**src/rtl/demux_pkg.sv**
```systemverilog
// Shared types and default widths for the demux frame sequencer slice.
package demux_pkg;
    localparam int unsigned SEL_W  = 3;
    localparam int unsigned NUM_CH = 2 ** SEL_W;
    localparam int unsigned HOLD_W = 4;
    localparam int unsigned CNT_W  = 8;

    typedef enum logic [1:0] {
        IDLE,
        DRIVE,
        DONE
    } state_t;
endpackage

```
**src/rtl/next_set_bit.sv**
```systemverilog
// Finds the lowest set mask bit strictly above idx, or the lowest overall when start is high.
module next_set_bit
    import demux_pkg::*;
#(
    parameter int unsigned IDX_W = SEL_W
) (
    input  logic [(2**IDX_W)-1:0] mask,
    input  logic [IDX_W-1:0]      idx,
    input  logic                  start,
    output logic [IDX_W-1:0]      nxt,
    output logic                  found
);
    localparam int unsigned CH = 2 ** IDX_W;

    logic [31:0] idx_u;
    assign idx_u = 32'(idx);

    always_comb begin
        nxt   = '0;
        found = 1'b0;
        for (int unsigned i = 0; i < CH; i++) begin
            if (!found && mask[i] && (start || i > idx_u)) begin
                found = 1'b1;
                nxt   = IDX_W'(i);
            end
        end
    end
endmodule

```
**src/rtl/demux_frame_sequencer.sv**
```systemverilog
// Serialises an accepted frame word onto the 1-to-8 demux inputs, one enabled channel at a time.
module demux_frame_sequencer #(
    parameter int unsigned SEL_W  = demux_pkg::SEL_W,
    parameter int unsigned HOLD_W = demux_pkg::HOLD_W,
    parameter int unsigned CNT_W  = demux_pkg::CNT_W
) (
    input  logic                    clk,
    input  logic                    rst,
    input  logic                    in_valid,
    output logic                    in_ready,
    input  logic [(2**SEL_W)-1:0]   in_data,
    input  logic [(2**SEL_W)-1:0]   in_mask,
    input  logic [HOLD_W-1:0]       hold_cycles,
    output logic                    I,
    output logic [SEL_W-1:0]        S,
    output logic                    out_valid,
    output logic                    frame_done,
    output logic                    busy,
    output logic [CNT_W-1:0]        frame_count
);
    import demux_pkg::state_t;
    import demux_pkg::IDLE;
    import demux_pkg::DRIVE;
    import demux_pkg::DONE;

    localparam int unsigned NUM_CH = 2 ** SEL_W;

    state_t              state, state_n;
    logic [NUM_CH-1:0]   data_q, mask_q;
    logic [HOLD_W-1:0]   hold_q, hold_cnt;
    logic [SEL_W-1:0]    idx;
    logic [CNT_W-1:0]    count_q;

    logic                srch_start, srch_found;
    logic [NUM_CH-1:0]   srch_mask;
    logic [SEL_W-1:0]    srch_idx;
    logic                accept, chan_end;

    // In IDLE the search runs on the incoming mask so the first channel is known at accept.
    assign srch_start = (state == IDLE);
    assign srch_mask  = srch_start ? in_mask : mask_q;

    next_set_bit #(.IDX_W(SEL_W)) u_next_set_bit (
        .mask  (srch_mask),
        .idx   (idx),
        .start (srch_start),
        .nxt   (srch_idx),
        .found (srch_found)
    );

    assign S           = idx;
    assign frame_count = count_q;

    always_comb begin
        state_n    = state;
        accept     = 1'b0;
        chan_end   = 1'b0;
        in_ready   = 1'b0;
        out_valid  = 1'b0;
        frame_done = 1'b0;
        busy       = 1'b1;
        I          = 1'b0;
        case (state)
            IDLE: begin
                busy     = 1'b0;
                in_ready = !rst;
                accept   = in_valid && !rst;
                if (accept) state_n = srch_found ? DRIVE : DONE;
            end
            DRIVE: begin
                out_valid = 1'b1;
                I         = data_q[idx];
                chan_end  = (hold_cnt == '0);
                if (chan_end && !srch_found) state_n = DONE;
            end
            DONE: begin
                frame_done = 1'b1;
                state_n    = IDLE;
            end
            default: state_n = IDLE;
        endcase
    end

    always_ff @(posedge clk) begin
        if (rst) begin
            state    <= IDLE;
            data_q   <= '0;
            mask_q   <= '0;
            hold_q   <= '0;
            hold_cnt <= '0;
            idx      <= '0;
            count_q  <= '0;
        end else begin
            state <= state_n;
            if (accept) begin
                data_q   <= in_data;
                mask_q   <= in_mask;
                hold_q   <= hold_cycles;
                hold_cnt <= hold_cycles;
                if (srch_found) idx <= srch_idx;
            end else if (state == DRIVE) begin
                if (chan_end) begin
                    hold_cnt <= hold_q;
                    if (srch_found) idx <= srch_idx;
                end else begin
                    hold_cnt <= hold_cnt - 1'b1;
                end
            end
            if (state == DONE) count_q <= count_q + 1'b1;
        end
    end
endmodule

```
**config.mk**
```make
export PLATFORM = sky130hd
export DESIGN_NAME = demux_frame_sequencer
export DESIGN_NICKNAME = d
export VERILOG_FILES = /design/src/rtl/demux_pkg.sv /design/src/rtl/next_set_bit.sv /design/src/rtl/demux_frame_sequencer.sv
export SDC_FILE = /design/constraint.sdc
export NUM_CORES = 1
export LEC_CHECK = 0
export BUFFER_PORTS_ARGS = -buffer_cell sky130_fd_sc_hd__buf_2
export CORE_ASPECT_RATIO = 0.6
export CORE_UTILIZATION = 57
export CTS_BUF_LIST = sky130_fd_sc_hd__clkbuf_16
export DETAILED_ROUTE_END_ITERATION = 8
export GPL_TIMING_DRIVEN = 0
export PLACE_DENSITY = 0.83
export REMOVE_ABC_BUFFERS = 1
export SETUP_SLACK_MARGIN = 0.4
export SYNTH_ARGS = -nofsm -noshare
export SYNTH_HDL_FRONTEND = slang
export SYNTH_SLANG_ARGS = --single-unit
```
**constraint.sdc**
```tcl
create_clock -name clk -period 3.45 [get_ports clk]
set_input_delay 0.69 -clock clk [delete_from_list [all_inputs] [get_ports clk]]
set_output_delay 0.69 -clock clk [all_outputs]
set_load 0.02 [all_outputs]
```
## Word-level counts from Yosys, hierarchy flattened

Index checks and enable logic that the tools add are counted.

- Output and inout bits: 16
- Flip-flop bits (word level): 37
- Logic and storage cells: 98
- Input bits: 23

- Multiplexer cells: 36
- Add/subtract/negate cells: 2
- Reduce and logical (&&, ||, !) cells: 40
- Magnitude comparators: 9
- Equal/unequal tests: 4

Operator list:

| kind | number |
|---|---|
| $mux 3 | 8 |
| $logic_and 1x1->1 | 17 |
| $mux 1 | 17 |
| $gt 3x3->1 const A | 4 |
| $mux 4 | 3 |
| $mux 2 | 5 |
| $logic_not 1->1 | 9 |
| $add 8x1->8 const B | 1 |
| $logic_or 1x1->1 | 8 |
| $mux 8 | 1 |
| $gt 1x3->1 const A | 2 |
| $gt 2x3->1 const A | 2 |
| $logic_not 4->1 | 1 |
| $lt 3x4->1 const B | 1 |
| $pmux 2 s2 | 1 |
| $reduce_and 2->1 | 2 |
| $reduce_bool 2->1 | 2 |
| $sub 4x1->4 const B | 1 |
| $bmux 1 s3 | 1 |
| $eq 2x1->1 const B | 1 |
| $eq 2x2->1 const B | 1 |
| $logic_not 2->1 | 1 |
| $ne 2x1->1 const B | 1 |
| $ne 2x2->1 const B | 1 |

## Longest topological paths before layout

- Depth after elaboration: 36
- Depth in mapped cells: 7
- Depth with buffers taken out: 7

## Modules after synthesis

A second synthesis with hierarchy kept.

- Cell total of the unflattened synthesis: 236
- Area, all modules: 2,058.2 um2

Modules (own cells, without submodules):

| module | sequential area each (um2) | area each (um2) | cells each | times used |
|---|---|---|---|---|
| demux_frame_sequencer | 740.7 | 1,804.2 | 198 | 1 |
| next_set_bit | 0.0 | 254.0 | 38 | 1 |

## Least setup slack after synthesis

Ideal clock, no wire load.

- Kind: register to output
- From: reg idx[0], in the netlist S[0]
- To: out I
- Required time: 2,760 ps
- Setup slack: 1,470 ps
- Path buffers: 0
- Data arrival time: 1,290 ps
- Stages on the path, launching flop included: 4
- Path through: dfxtp_1 mux4_2 nand2_1 a21oi_1

- Cells in the longest elaborated chain, start to end: 3

Ends and longest elaborated chain:

| element | RTL line | RTL |
|---|---|---|
| start, declared | demux_frame_sequencer.sv:31 | `logic [SEL_W-1:0] idx;` |
| start signal, assigned | demux_frame_sequencer.sv:100 | `if (srch_found) idx <= srch_idx;` |
| start signal, assigned | demux_frame_sequencer.sv:104 | `if (srch_found) idx <= srch_idx;` |
| $bmux 1 s3 | demux_frame_sequencer.sv:72 | `I = data_q[idx];` |
| $mux 1 (not written as such) | demux_frame_sequencer.sv:72 |  |
| $mux 1 | demux_frame_sequencer.sv:63 | `case (state)` |
| end, declared | demux_frame_sequencer.sv:14 | `output logic I,` |

No other way between the ends. The select of a mux whose other input is x is not followed.

## Final worst setup path

Same ends and word-level chain as after synthesis.

==> out/qor_table.md <==
| Stage | Quantity | Reported |
|:---|:---|:---|
| die | Standard cell core area | 0.00295 mm2 |
| worst setup path | Critical Path RT | 2760 ps |
| place | DPL Wire Length | 2840 um |
| die | Die Footprint | 0.00340 mm2 |
| die | Horizontal die dimension | 74.6 um |
| die | Initial Util | 61.2% |
| global routing | Initial antenna violation count | 0 |
| worst setup path | Critical path's largest stage delay | 560 ps |
| clock tree | Setup bufs post-CTS | 0 |
| power | Static leakage | 0.880 nW |
| final layout | Share of post-route cells with drive strength above 1 | 23.0% |
| final layout | Number of diodes added for antenna fixing | 0 |
| timing | Final hold vios | 0 |
| run | Max-cap violations | 0 |
| timing | Worst hold margin | 458 ps |
| final layout | Area growth from synthesis to final layout | 21.4% |
| logic synthesis | Main combinational cell family by area after synthesis | simple AND/OR/NAND/NOR gates |
| timing | Transition at the pin with the smallest max-transition slack | 688 ps |
| worst setup path | Data arrival, critical path | 1650 ps |
| min path | Hold Startpoint | hold_q[1] |
| min path | Worst Hold Class | register to register |
| worst setup path | Destination of the worst register-to-register timing path | S[1] |
| clock tree | CTS Buf Count | 5 |
| timing | Final Max Slew Viols | 0 |
| die | Row count | 15 |
| clock tree | Quantity of hold-fixing buffers added after cts | 0 |
| drt | Overall routed net length | 4170 um |
| drt | DRC violation total after the first TritonRoute iteration | 163 |
| drt | Via-to-Cell Ratio | 5.62 |
| power | Total power divided by cell area | 585 mW/mm2 |
| global routing | Pin count of the biggest net entering global routing | 40 |
| worst setup path | Cell-by-cell listing of the critical path | mux4_2, nand2_1, a21oi_1, buf_2 |
| worst setup path | Category of the worst setup path launch point | register |
| min path | End point of the worst hold path | hold_q[1] |
| logic synthesis | Post-synthesis instance area | 0.00180 mm2 |
| worst setup path | Family with the most delay on the worst path | multiplexers |
| clock tree | Clock latency at the later pin of the worst-skew pair | 280 ps |
| place | RD Place Congestion | 0.826 |
| worst setup path | Cell at the slowest stage of the critical path | mux4_2 |
| timing | Min Clock Period, post-route | 2340 ps |
| final layout | Final-stage net count | 280 |
| timing | Headroom to the max-slew limit | 53.9% |
| clock tree | CTS clock-pin slew for the worst setup and hold paths | 60 ps |
| min path | Depth of the worst hold-timing path | 2 |
| timing | Worst Slack Setup Final | 1110 ps |
| worst setup path | Worst Path Max Fanout | 7 |
| clock tree | CTS tree | built |
| die | Number of placed I/O pins | 39 |
| logic synthesis | Sequential-to-total area share from yosys stat | 39.9% |
| clock tree | CTS H-Tree Depth | 2 |
| drt | TritonRoute pass-1 iters | 4 |
| logic synthesis | Fraction of synthesized cell area in xor and xnor cells | 2.43% |
| drt | Antenna viol nets, final | 0 |
| drt | Vias after detailed routing | 1676 |
| drt | DR DRC count | 0 |
| logic synthesis | Async set or reset register ratio after synthesis | 0% |
| logic synthesis | Synth area leader | dfxtp_1 |
| logic synthesis | Top cells by area in the synthesized netlist | dfxtp_1, nand2_1, o21ai_0, nand2b_1, a21oi_1 |
| logic synthesis | Arithmetic-cell share of the synthesized area counting full adders, half adders and majority gates | 1.39% |
| power | Max VDD drop | 0.336 mV |
| status | Result of the run | complete, no violations |
| worst setup path | Setup slack, reg-to-reg | 1280 ps |
| timing | Final setup violating endpoints | 0 |
| logic synthesis | Number of flip-flops and latches in the synthesized netlist | 36 |
| logic synthesis | EDFF count, synth | 0 |
| logic synthesis | Synth Area per Inst | 8.24 um2 |
| timing | Maximum clock rate | 427 MHz |
| logic synthesis | Distinct cell type count of the synthesized netlist | 47 |
| timing | Final period util | 68.0% |
| clock tree | Clock sinks | 36 |
| place | IO buf count | 38 |
| logic synthesis | Most used flip-flop cell after synthesis | dfxtp_1 |
| global routing | Total congestion overflow | 0 |
| timing | Setup clock skew after layout | 4.13 ps |
| logic synthesis | Share of the synthesized area in compound gates (AO/OA/AOI/OAI) | 20.6% |
| logic synthesis | Number of warnings printed during yosys synthesis | 0 |
| timing | RSZ-0062 raised after global routing | false |
| drt | Average detailed-routed wire length per instance | 14.0 um |
| logic synthesis | Number of instances in the synthesized netlist | 219 |
| worst setup path | Critical path class | register to primary output |
| logic synthesis | Simple-gate share of the synthesized area | 27.5% |
| worst setup path | Number of buffers and inverters on the critical path | 1 |
| logic synthesis | Mux cell area share after synthesis | 3.61% |
| clock tree | Root cell of the clock tree | clkbuf_16 |
| logic synthesis | Most common cell in the netlist | nand2_1 |
| global routing | Vias in the first global route | 1395 |
| worst setup path | R2r startpoint | hold_cnt[0] |
| worst setup path | Reg2reg path depth | 7 |
| place | Worst setup timing slack at the placement stage | 883 ps |
| die | Die span in y | 45.6 um |
| global routing | Global-route wire length before repair | 6670 um |
| logic synthesis | Area share of the largest cell type after synthesis | 39.9% |
| logic synthesis | Commonest cells post-synth | nand2_1, dfxtp_1, o21ai_0 |
| clock tree | Post-CTS Resized | 0 |
| worst setup path | CP endpoint kind | primary output |
| global routing | Total global routing track utilization | 27.0% |
| clock tree | Bufs on Longest Clock Path | 2 |
-- worst register-to-register path, delay by kind of cell, from the launching register on --
family / cells / cell delay [ps]
adder cells (fa/ha/maj): 1 / 220
AND/OR/NAND/NOR: 3 / 970
AO/OA/AOI/OAI: 2 / 430
flip-flops: 1 / 340
buffers and inverters: 1 / 70
-- sequential cells by signal (all words and copies together), names as in the netlist --
name	flops
S	3
data_q	8
frame_count	8
hold_cnt	4
hold_q	4
mask_q	7
state	2
-- area by class of cell --
type / instances / area [um2]
Clock buffer: 5 / 125
Clock inverter: 3 / 42.5
Fill cell: 235 / 756
Inverter: 9 / 33.8
Multi-Input combinational cell: 164 / 1010
Sequential cell: 36 / 721
Tap cell: 42 / 52.6
Timing Repair Buffer: 39 / 205
-- worst max path at each step --
| stage | from | endpoint | slack, ps | cells past startpoint |
|---|---|---|---|---|
| 2_1_floorplan | rst | S[0] | 640 | 4 |
| 3_3_place_gp | rst | S[0] | -620 | 5 |
| 3_5_place_dp | rst | S[0] | 880 | 5 |
| 4_1_cts | rst | S[0] | 1100 | 5 |
| 5_1_grt | rst | S[1] | 920 | 6 |
| 6_report | S[0] | I | 1110 | 4 |
-- stage by stage --
| stage | utilization, % | std cells | setup TNS, ps | total power [mW] | cell area, um2 |
|---|---|---|---|---|---|
| final | 74.4 | 298 | 0 | 1.28 | 2190 |
| after CTS | 74.4 | 298 | 0 | 1.28 | 2190 |
| after detailed placement | 68.7 | 290 | 0 | 0.770 | 2020 |
| after global placement | 67.9 | 289 | -2100 | 0.758 | 2000 |
| after floorplan | - | 209 | 0 | 0.682 | 1760 |
| after global routing | 74.4 | 298 | 0 | 1.34 | 2190 |
-- cells in the final DEF (no fill, tap or decap), drive strengths merged, types with 5 or more instances in the layout --
cell    count
inv         9
clkbuf      5
nand2b     16
nand2      39
nor2       12
dfxtp      36
a21oi      13
o21ai      25
buf        39
-- routing by layer --
| metal | up-vias | global-route usage, % | share of wire, % |
|---|---|---|---|
| met1 | 771 | 39.4 | 51 |
| met4 | 0 | 9.06 | 0.72 |
| met3 | 5 | 7.52 | 5.9 |
| met5 | - | 0 | 0 |
| li1 | 848 | - | - |
| met2 | 52 | 38.2 | 43 |
-- kinds of logic after synthesis --
logic type                 after synthesis
buffers and inverters                   19
adders and majority gates                2
xor gates and xnor gates                 5
AOI/OAI and AO/OA                       58
and+or+nand+nor                         95
muxes                                    4
DFF                                     36
-- where the power goes --
part           switching, mW  internal [mW]
Sequential            0.0465          0.454
Clock                  0.173          0.339
Combinational          0.161          0.108
Total                  0.380          0.901
Note: power is estimated with default switching activity, not from simulation.
